File: src/rtl/lsu_pkg.sv
// lsu_pkg: shared types and decode helpers for the load/store accessor.
//   lsu_op_t    - memory operation code carried on in_op
//   lsu_fault_t - fault code reported on out_fault
//   lsu_state_t - accessor FSM state
//   op_size / op_is_signed / op_is_load / op_is_store / op_is_legal
package lsu_pkg;

  typedef enum logic [3:0] {
    OP_NONE = 4'd0,
    OP_LB   = 4'd1,
    OP_LH   = 4'd2,
    OP_LW   = 4'd3,
    OP_LD   = 4'd4,
    OP_LBU  = 4'd5,
    OP_LHU  = 4'd6,
    OP_LWU  = 4'd7,
    OP_SB   = 4'd8,
    OP_SH   = 4'd9,
    OP_SW   = 4'd10,
    OP_SD   = 4'd11
  } lsu_op_t;

  typedef enum logic [1:0] {
    FAULT_NONE        = 2'd0,
    FAULT_MISALIGNED  = 2'd1,
    FAULT_ILLEGAL     = 2'd2,
    FAULT_BUS_TIMEOUT = 2'd3
  } lsu_fault_t;

  typedef enum logic [1:0] {
    ST_IDLE  = 2'd0,
    ST_BEAT0 = 2'd1,
    ST_BEAT1 = 2'd2,
    ST_RESP  = 2'd3
  } lsu_state_t;

  // Access size in bytes; 0 for anything that does not touch memory.
  function automatic logic [3:0] op_size(lsu_op_t op);
    case (op)
      OP_LB, OP_LBU, OP_SB: return 4'd1;
      OP_LH, OP_LHU, OP_SH: return 4'd2;
      OP_LW, OP_LWU, OP_SW: return 4'd4;
      OP_LD, OP_SD:         return 4'd8;
      default:              return 4'd0;
    endcase
  endfunction

  function automatic logic op_is_signed(lsu_op_t op);
    return (op == OP_LB) || (op == OP_LH) || (op == OP_LW);
  endfunction

  function automatic logic op_is_load(lsu_op_t op);
    return (op >= OP_LB) && (op <= OP_LWU);
  endfunction

  function automatic logic op_is_store(lsu_op_t op);
    return (op >= OP_SB) && (op <= OP_SD);
  endfunction

  // Doubleword ops and LWU only exist on a 64-bit datapath.
  function automatic logic op_is_legal(lsu_op_t op, int xlen);
    if (op > OP_SD) return 1'b0;
    if ((xlen == 32) && ((op == OP_LD) || (op == OP_LWU) || (op == OP_SD))) return 1'b0;
    return 1'b1;
  endfunction

endpackage

File: src/rtl/lsu_align.sv
// lsu_align: combinational byte-lane alignment shared by load/store paths.
//   op_i    - operation (selects size, signedness, store strobes)
//   off_i   - byte offset of the access inside an XLEN word
//   wdata_i - store data, low bytes significant
//   rwin_i  - read window {beat1, beat0}
//   wwin_o  - store data shifted into a two-word window
//   swin_o  - byte strobes for the two-word window (zero for non-stores)
//   rdata_o - extracted and extended load result
module lsu_align
  import lsu_pkg::*;
#(
  parameter int XLEN = 32
) (
  input  lsu_op_t                     op_i,
  input  logic [$clog2(XLEN/8)-1:0]   off_i,
  input  logic [XLEN-1:0]             wdata_i,
  input  logic [2*XLEN-1:0]           rwin_i,
  output logic [2*XLEN-1:0]           wwin_o,
  output logic [2*XLEN/8-1:0]         swin_o,
  output logic [XLEN-1:0]             rdata_o
);

  localparam int NB = XLEN / 8;
  localparam int IW = $clog2(XLEN);

  int                  size;
  int                  nbits;
  logic [2*NB-1:0]     base;
  logic [XLEN-1:0]     lo;
  logic [XLEN-1:0]     mask;
  logic [IW-1:0]       msb_idx;
  logic                sign_bit;

  always_comb begin
    // NOTE: every variable gets a default before any conditional path so no latch is inferred.
    size     = int'(op_size(op_i));
    base     = '0;
    if (size > NB) size = NB;
    nbits    = size * 8;
    for (int i = 0; i < NB; i++) begin
      if (i < size) base[i] = 1'b1;
    end
    swin_o   = op_is_store(op_i) ? (base << off_i) : '0;
    wwin_o   = {{XLEN{1'b0}}, wdata_i} << {off_i, 3'b000};

    // Bring the addressed byte to bit 0, then keep only the access width.
    lo       = XLEN'(rwin_i >> {off_i, 3'b000});
    mask     = (nbits >= XLEN) ? '1 : ~({XLEN{1'b1}} << nbits);
    msb_idx  = (nbits > 0) ? IW'(nbits - 1) : '0;
    sign_bit = op_is_signed(op_i) && lo[msb_idx];
    rdata_o  = (lo & mask) | (sign_bit ? ~mask : '0);
  end

endmodule

File: src/rtl/lsu_accessor.sv
// lsu_accessor: load/store stage between executor and writeback.
//   clk, reset                    - clock, synchronous active-high reset
//   in_valid/in_ready, in_*       - request from the executor
//   out_valid/out_ready, out_*    - result to writeback (rd, data, fault)
//   mem_ready/mem_valid, mem_*    - aligned bus beats; mem_wstrb==0 is a read
// Misaligned accesses fault or split into two beats; a watchdog bounds each beat.
module lsu_accessor
  import lsu_pkg::*;
#(
  parameter int XLEN             = 32,
  parameter bit ALLOW_MISALIGNED = 1'b0,
  parameter int TIMEOUT_CYCLES   = 255
) (
  input  logic                clk,
  input  logic                reset,
  input  logic                in_valid,
  output logic                in_ready,
  input  logic [3:0]          in_op,
  input  logic [XLEN-1:0]     in_addr,
  input  logic [XLEN-1:0]     in_wdata,
  input  logic [4:0]          in_rd,
  input  logic [XLEN-1:0]     in_rd_data,
  output logic                out_valid,
  input  logic                out_ready,
  output logic [4:0]          out_rd,
  output logic [XLEN-1:0]     out_rd_data,
  output logic [1:0]          out_fault,
  output logic                mem_ready,
  input  logic                mem_valid,
  output logic [XLEN-1:0]     mem_addr,
  output logic [XLEN/8-1:0]   mem_wstrb,
  output logic [XLEN-1:0]     mem_wdata,
  input  logic [XLEN-1:0]     mem_rdata
);

  localparam int NB   = XLEN / 8;
  localparam int OFFW = $clog2(NB);
  localparam int WDW  = (TIMEOUT_CYCLES > 0) ? $clog2(TIMEOUT_CYCLES + 1) : 1;
  localparam logic [WDW-1:0] WD_LAST = WDW'((TIMEOUT_CYCLES > 0) ? TIMEOUT_CYCLES - 1 : 0);

  lsu_state_t        state_q, state_d;
  lsu_op_t           op_q, op_d;
  logic [XLEN-1:0]   addr_q, addr_d, wdata_q, wdata_d, rdata0_q, rdata0_d;
  logic [4:0]        rd_q, rd_d, out_rd_q, out_rd_d;
  logic [XLEN-1:0]   out_rd_data_q, out_rd_data_d;
  lsu_fault_t        out_fault_q, out_fault_d;
  logic              split_q, split_d, mem_ready_q, mem_ready_d;
  logic [WDW-1:0]    wdog_q, wdog_d;

  // Decode of the incoming request.
  lsu_op_t           in_op_e;
  logic [OFFW-1:0]   in_off;
  logic [3:0]        in_size;
  logic              in_misal, in_split;

  assign in_op_e  = lsu_op_t'(in_op);
  assign in_off   = in_addr[OFFW-1:0];
  assign in_size  = op_size(in_op_e);
  assign in_misal = (in_size != 4'd0) && (|(in_off & OFFW'(in_size - 4'd1)));
  assign in_split = (int'(in_off) + int'(in_size)) > NB;

  // Alignment for the registered request. The read window is {beat1, beat0};
  // for a single beat the upper word is zero.
  logic              beat1;
  logic [2*XLEN-1:0] rwin, wwin;
  logic [2*NB-1:0]   swin;
  logic [XLEN-1:0]   ld_result;
  logic [XLEN-1:0]   aligned_addr;

  assign beat1        = (state_q == ST_BEAT1);
  assign rwin         = beat1 ? {mem_rdata, rdata0_q} : {{XLEN{1'b0}}, mem_rdata};
  assign aligned_addr = {addr_q[XLEN-1:OFFW], {OFFW{1'b0}}};

  lsu_align #(.XLEN(XLEN)) u_align (
    .op_i    (op_q),
    .off_i   (addr_q[OFFW-1:0]),
    .wdata_i (wdata_q),
    .rwin_i  (rwin),
    .wwin_o  (wwin),
    .swin_o  (swin),
    .rdata_o (ld_result)
  );

  always_comb begin
    state_d       = state_q;
    op_d          = op_q;
    addr_d        = addr_q;
    wdata_d       = wdata_q;
    rd_d          = rd_q;
    rdata0_d      = rdata0_q;
    split_d       = split_q;
    mem_ready_d   = mem_ready_q;
    wdog_d        = wdog_q;
    out_rd_d      = out_rd_q;
    out_rd_data_d = out_rd_data_q;
    out_fault_d   = out_fault_q;

    case (state_q)
      ST_IDLE: begin
        if (in_valid && in_ready) begin
          op_d          = in_op_e;
          addr_d        = in_addr;
          wdata_d       = in_wdata;
          rd_d          = in_rd;
          split_d       = in_split;
          out_rd_d      = '0;
          out_rd_data_d = '0;
          out_fault_d   = FAULT_NONE;
          if (in_op_e == OP_NONE) begin
            out_rd_d      = in_rd;
            out_rd_data_d = in_rd_data;
            state_d       = ST_RESP;
          end else if (!op_is_legal(in_op_e, XLEN)) begin
            out_fault_d = FAULT_ILLEGAL;
            state_d     = ST_RESP;
          end else if (in_misal && !ALLOW_MISALIGNED) begin
            out_fault_d = FAULT_MISALIGNED;
            state_d     = ST_RESP;
          end else begin
            mem_ready_d = 1'b1;
            wdog_d      = '0;
            state_d     = ST_BEAT0;
          end
        end
      end

      ST_BEAT0, ST_BEAT1: begin
        if (!mem_ready_q) begin
          // Single idle cycle between split beats, then open beat 1.
          mem_ready_d = 1'b1;
          wdog_d      = '0;
        end else if (mem_valid) begin
          // A beat completing on the watchdog's last cycle still wins.
          mem_ready_d = 1'b0;
          if (!beat1 && split_q) begin
            rdata0_d = mem_rdata;
            state_d  = ST_BEAT1;
          end else begin
            out_rd_d      = op_is_load(op_q) ? rd_q : 5'd0;
            out_rd_data_d = op_is_load(op_q) ? ld_result : '0;
            out_fault_d   = FAULT_NONE;
            state_d       = ST_RESP;
          end
        end else if ((TIMEOUT_CYCLES != 0) && (wdog_q == WD_LAST)) begin
          mem_ready_d   = 1'b0;
          out_rd_d      = '0;
          out_rd_data_d = '0;
          out_fault_d   = FAULT_BUS_TIMEOUT;
          state_d       = ST_RESP;
        end else begin
          wdog_d = wdog_q + 1'b1;
        end
      end

      default: begin  // ST_RESP
        if (out_ready) state_d = ST_IDLE;
      end
    endcase
  end

  always_ff @(posedge clk) begin
    // NOTE: state updates use <= so every register samples pre-edge values.
    if (reset) begin
      state_q       <= ST_IDLE;
      op_q          <= OP_NONE;
      addr_q        <= '0;
      wdata_q       <= '0;
      rd_q          <= '0;
      rdata0_q      <= '0;
      split_q       <= 1'b0;
      mem_ready_q   <= 1'b0;
      wdog_q        <= '0;
      out_rd_q      <= '0;
      out_rd_data_q <= '0;
      out_fault_q   <= FAULT_NONE;
    end else begin
      state_q       <= state_d;
      op_q          <= op_d;
      addr_q        <= addr_d;
      wdata_q       <= wdata_d;
      rd_q          <= rd_d;
      rdata0_q      <= rdata0_d;
      split_q       <= split_d;
      mem_ready_q   <= mem_ready_d;
      wdog_q        <= wdog_d;
      out_rd_q      <= out_rd_d;
      out_rd_data_q <= out_rd_data_d;
      out_fault_q   <= out_fault_d;
    end
  end

  assign in_ready    = (state_q == ST_IDLE) && !reset;
  assign out_valid   = (state_q == ST_RESP);
  assign out_rd      = out_rd_q;
  assign out_rd_data = out_rd_data_q;
  assign out_fault   = out_fault_q;

  // Bus outputs are quiet (zero) whenever no beat is requested.
  assign mem_ready = mem_ready_q;
  assign mem_addr  = !mem_ready_q ? '0 : (beat1 ? aligned_addr + XLEN'(NB) : aligned_addr);
  assign mem_wstrb = !mem_ready_q ? '0 : (beat1 ? swin[2*NB-1:NB] : swin[NB-1:0]);
  assign mem_wdata = !mem_ready_q ? '0 : (beat1 ? wwin[2*XLEN-1:XLEN] : wwin[XLEN-1:0]);

endmodule

File: config.mk
export PLATFORM = sky130hd
export DESIGN_NAME = lsu_accessor
export DESIGN_NICKNAME = d
export VERILOG_FILES = /design/src/rtl/lsu_pkg.sv /design/src/rtl/lsu_align.sv /design/src/rtl/lsu_accessor.sv
export SDC_FILE = /design/constraint.sdc
export NUM_CORES = 1
export LEC_CHECK = 0
export CAP_MARGIN = 15
export CORE_AREA = 2 2 163 165
export CTS_CLUSTER_SIZE = 20
export DETAILED_ROUTE_END_ITERATION = 6
export DIE_AREA = 0 0 165 167
export PLACE_DENSITY = 0.66
export SETUP_SLACK_MARGIN = 0.3
export SLEW_MARGIN = 20
export SYNTH_ARGS = -nofsm -noshare
export SYNTH_HDL_FRONTEND = slang
export SYNTH_HIERARCHICAL = 1
export SYNTH_SLANG_ARGS = --single-unit
File: constraint.sdc
create_clock -name clk -period 4.25 [get_ports clk]
set_clock_uncertainty 0.1 [all_clocks]
set_input_delay 1.275 -clock clk [delete_from_list [all_inputs] [get_ports clk]]
set_output_delay 1.275 -clock clk [all_outputs]
set_load 0.05 [all_outputs]
==> reports/qor.csv <==
stage,metric,value,unit
grt,grtUsageTotal,22.5,%
routing,drt_first_pass_iters,6,
clock_network,postCtsHoldBufs,0,
worst_setup_path,max_stage_delay,0.52,ns
place,place_ws,0.156,ns
worst_setup_path,worstSetupPathType,reg2out,
timing,relSlewSlack,42.1,%
die,ios,252,
outcome,status,finished clean,
power,ir_worst_vdd,247,µV
routing,wire_per_inst,17.1,µm
place,post_dp_cell_area,13100,µm²
grt,grt_antenna_before_repair,3,
worst_setup_path,cpMaxStageDelayCell,or4b_4,
die,core-area,25800,µm²
timing,whs,0.353,ns
routing,num_vias,9999,
die,initial_core_util,39.3,%
clock_network,numClockSinks,156,
clock_network,cts_tree,built,
die,die-area,27600,µm²
grt,grt_pass1_vias,9526,
worst_setup_path,critPathMaxFanout,6,
timing,setup_ws,0.360,ns
timing,slew_viol_final,0,
die,row_count,59,
logic_synthesis,syn_area,10100,µm²
timing,rsz0062_at_grt,yes,
routing,drt-total-wl,31.7,mm
logic_synthesis,ys_warn_count,6,
timing,tightest_slew,0.869,ns
grt,grt_max_degree,79,
routing,via_per_inst,5.38,
logic_synthesis,synth_area_per_cell,7.67,µm²
timing,period_share,91.5,%
timing,fmax,257,MHz
grt,grt_pass1_wl,49.7,mm
hold_path,hold_class,reg2reg,
final_layout,nets,1661,
hold_path,hold_depth,2,
routing,drc,0,
worst_setup_path,critPathLaunchType,register,
place,port_buffers,249,
worst_setup_path,endpoint_kind,output pin,
die,die_h,167,µm
worst_setup_path,reg2regPathDepth,10,
clock_network,root_buffer,clkbuf_16,
routing,ant_nets,0,
logic_synthesis,syn_inst,1320,
timing,hold_viol,0,
clock_network,cts_buffers,17,
final_layout,fillCellCount,2412,
final_layout,layout-drive-gt1-share,15.3,%
timing,fin_setup_tns,0,ns
timing,setup_viol,0,
power,power.density,449,nW/µm²
clock_network,clock_path_buffers,2,
worst_setup_path,crit_arrival,2.51,ns
clock_network,clk_latency,0.42,ns
routing,drtIter0Drc,726,
clock_network,clk_pin_slew_worst_paths,0.07,ns
worst_setup_path,crit_chain,inv_2 > ha_4 > and4_1 > or4b_4 > or3_4 > a21oi_4 > buf_12,
final_layout,synthToLayoutAreaGrowth,36.2,%
clock_network,htree_levels,4,
run,max_cap_viol_count,0,
final_layout,fin_area,13800,µm²
power,leakage,0.00513,µW
worst_setup_path,required,2.87,ns
grt,grt_overflow,0,
die,die_x,165,µm
place,gp_congestion,0.831,
timing,period_minus_slack,3.89,ns
place,dp_hpwl,22.3,mm
-- final timing paths --
kind,slack (ns),start,to
max,0.36,state_q[0],mem_addr[31]
min,0.35,rd_q[0],rd_q[0]
max reg2reg,1.39,state_q[0],out_rd_data[29]
min reg2reg,0.35,rd_q[0],rd_q[0]
-- placed cells by master, fill, tap and decap left out, drive strengths merged, types with 18 or more instances in the layout --
cell,count
and2,38
mux4,18
nand3,85
buf,88
a211oi,40
nand2,253
and3,21
mux2i,80
o21ai,42
clkbuf,20
dfxtp,156
a22oi,38
a21oi,81
mux2,43
inv,18
nor2,146
clkdlybuf4s50,182
-- layer usage --
metal  up-vias  global-route usage (%)  routed length, µm
met1      4609                    29.4              13800
met2       342                    37.1              15100
met4         4                    6.77                658
li1       5002                       -                  -
met3        42                    4.76               2060
met5         -                       0                 27
-- state kept, by name (all words and copies together), names as in the netlist --
signal / cells
addr_q: 32
wdata_q: 32
out_rd: 5
out_fault: 2
rd_q: 5
rdata0_q: 32
wdog_q: 8
op_q: 4
mem_ready: 1
split_q: 1
out_rd_data: 32
state_q: 2
-- metrics by stage --
stage | cells | power, µW | util [%]
6_report | 1858 | 6190 | 53.6
5_1_grt | 1856 | 6540 | 53.5
4_1_cts | 1853 | 6210 | 53.2
3_5_place_dp | 1819 | 4690 | 50.8
3_3_place_gp | 1819 | 4660 | 50.8
2_1_floorplan | 1329 | 3830 | -
-- worst max-delay path, delay by kind of cell, from the launching register on --
family,cells,cell delay (ns)
simple gates,3,1.15
flops,1,0.33
buf+inv,2,0.24
compound gates,1,0.20
fa+ha+maj,1,0.17
-- power by group --
group	total, µW	switching, µW	internal, µW
clock network	1490	658	828
logic	2790	1670	1110
registers	1920	219	1700
-- layout make-up --
class / instances / area [µm²] / share of cell area, %
Clock inverter: 12 / 115 / 0.834
Inverter: 16 / 60.1 / 0.435
Multi-Input combinational cell: 1035 / 6510 / 47.2
Antenna cell: 2 / 5.00 / 0.0363
Tap cell: 335 / 419 / 3.04
Clock buffer: 20 / 447 / 3.24
Sequential cell: 156 / 3150 / 22.8
Timing Repair Buffer: 282 / 3090 / 22.4
-- repair_timing --
action	4_1_cts	5_1_grt
setup endpoints to repair	27	17
buffers inserted	2	3
resized for setup	26	25
pin swaps	2	8
hold endpoints to repair	0	0
(Power assumes the default switching activity.)
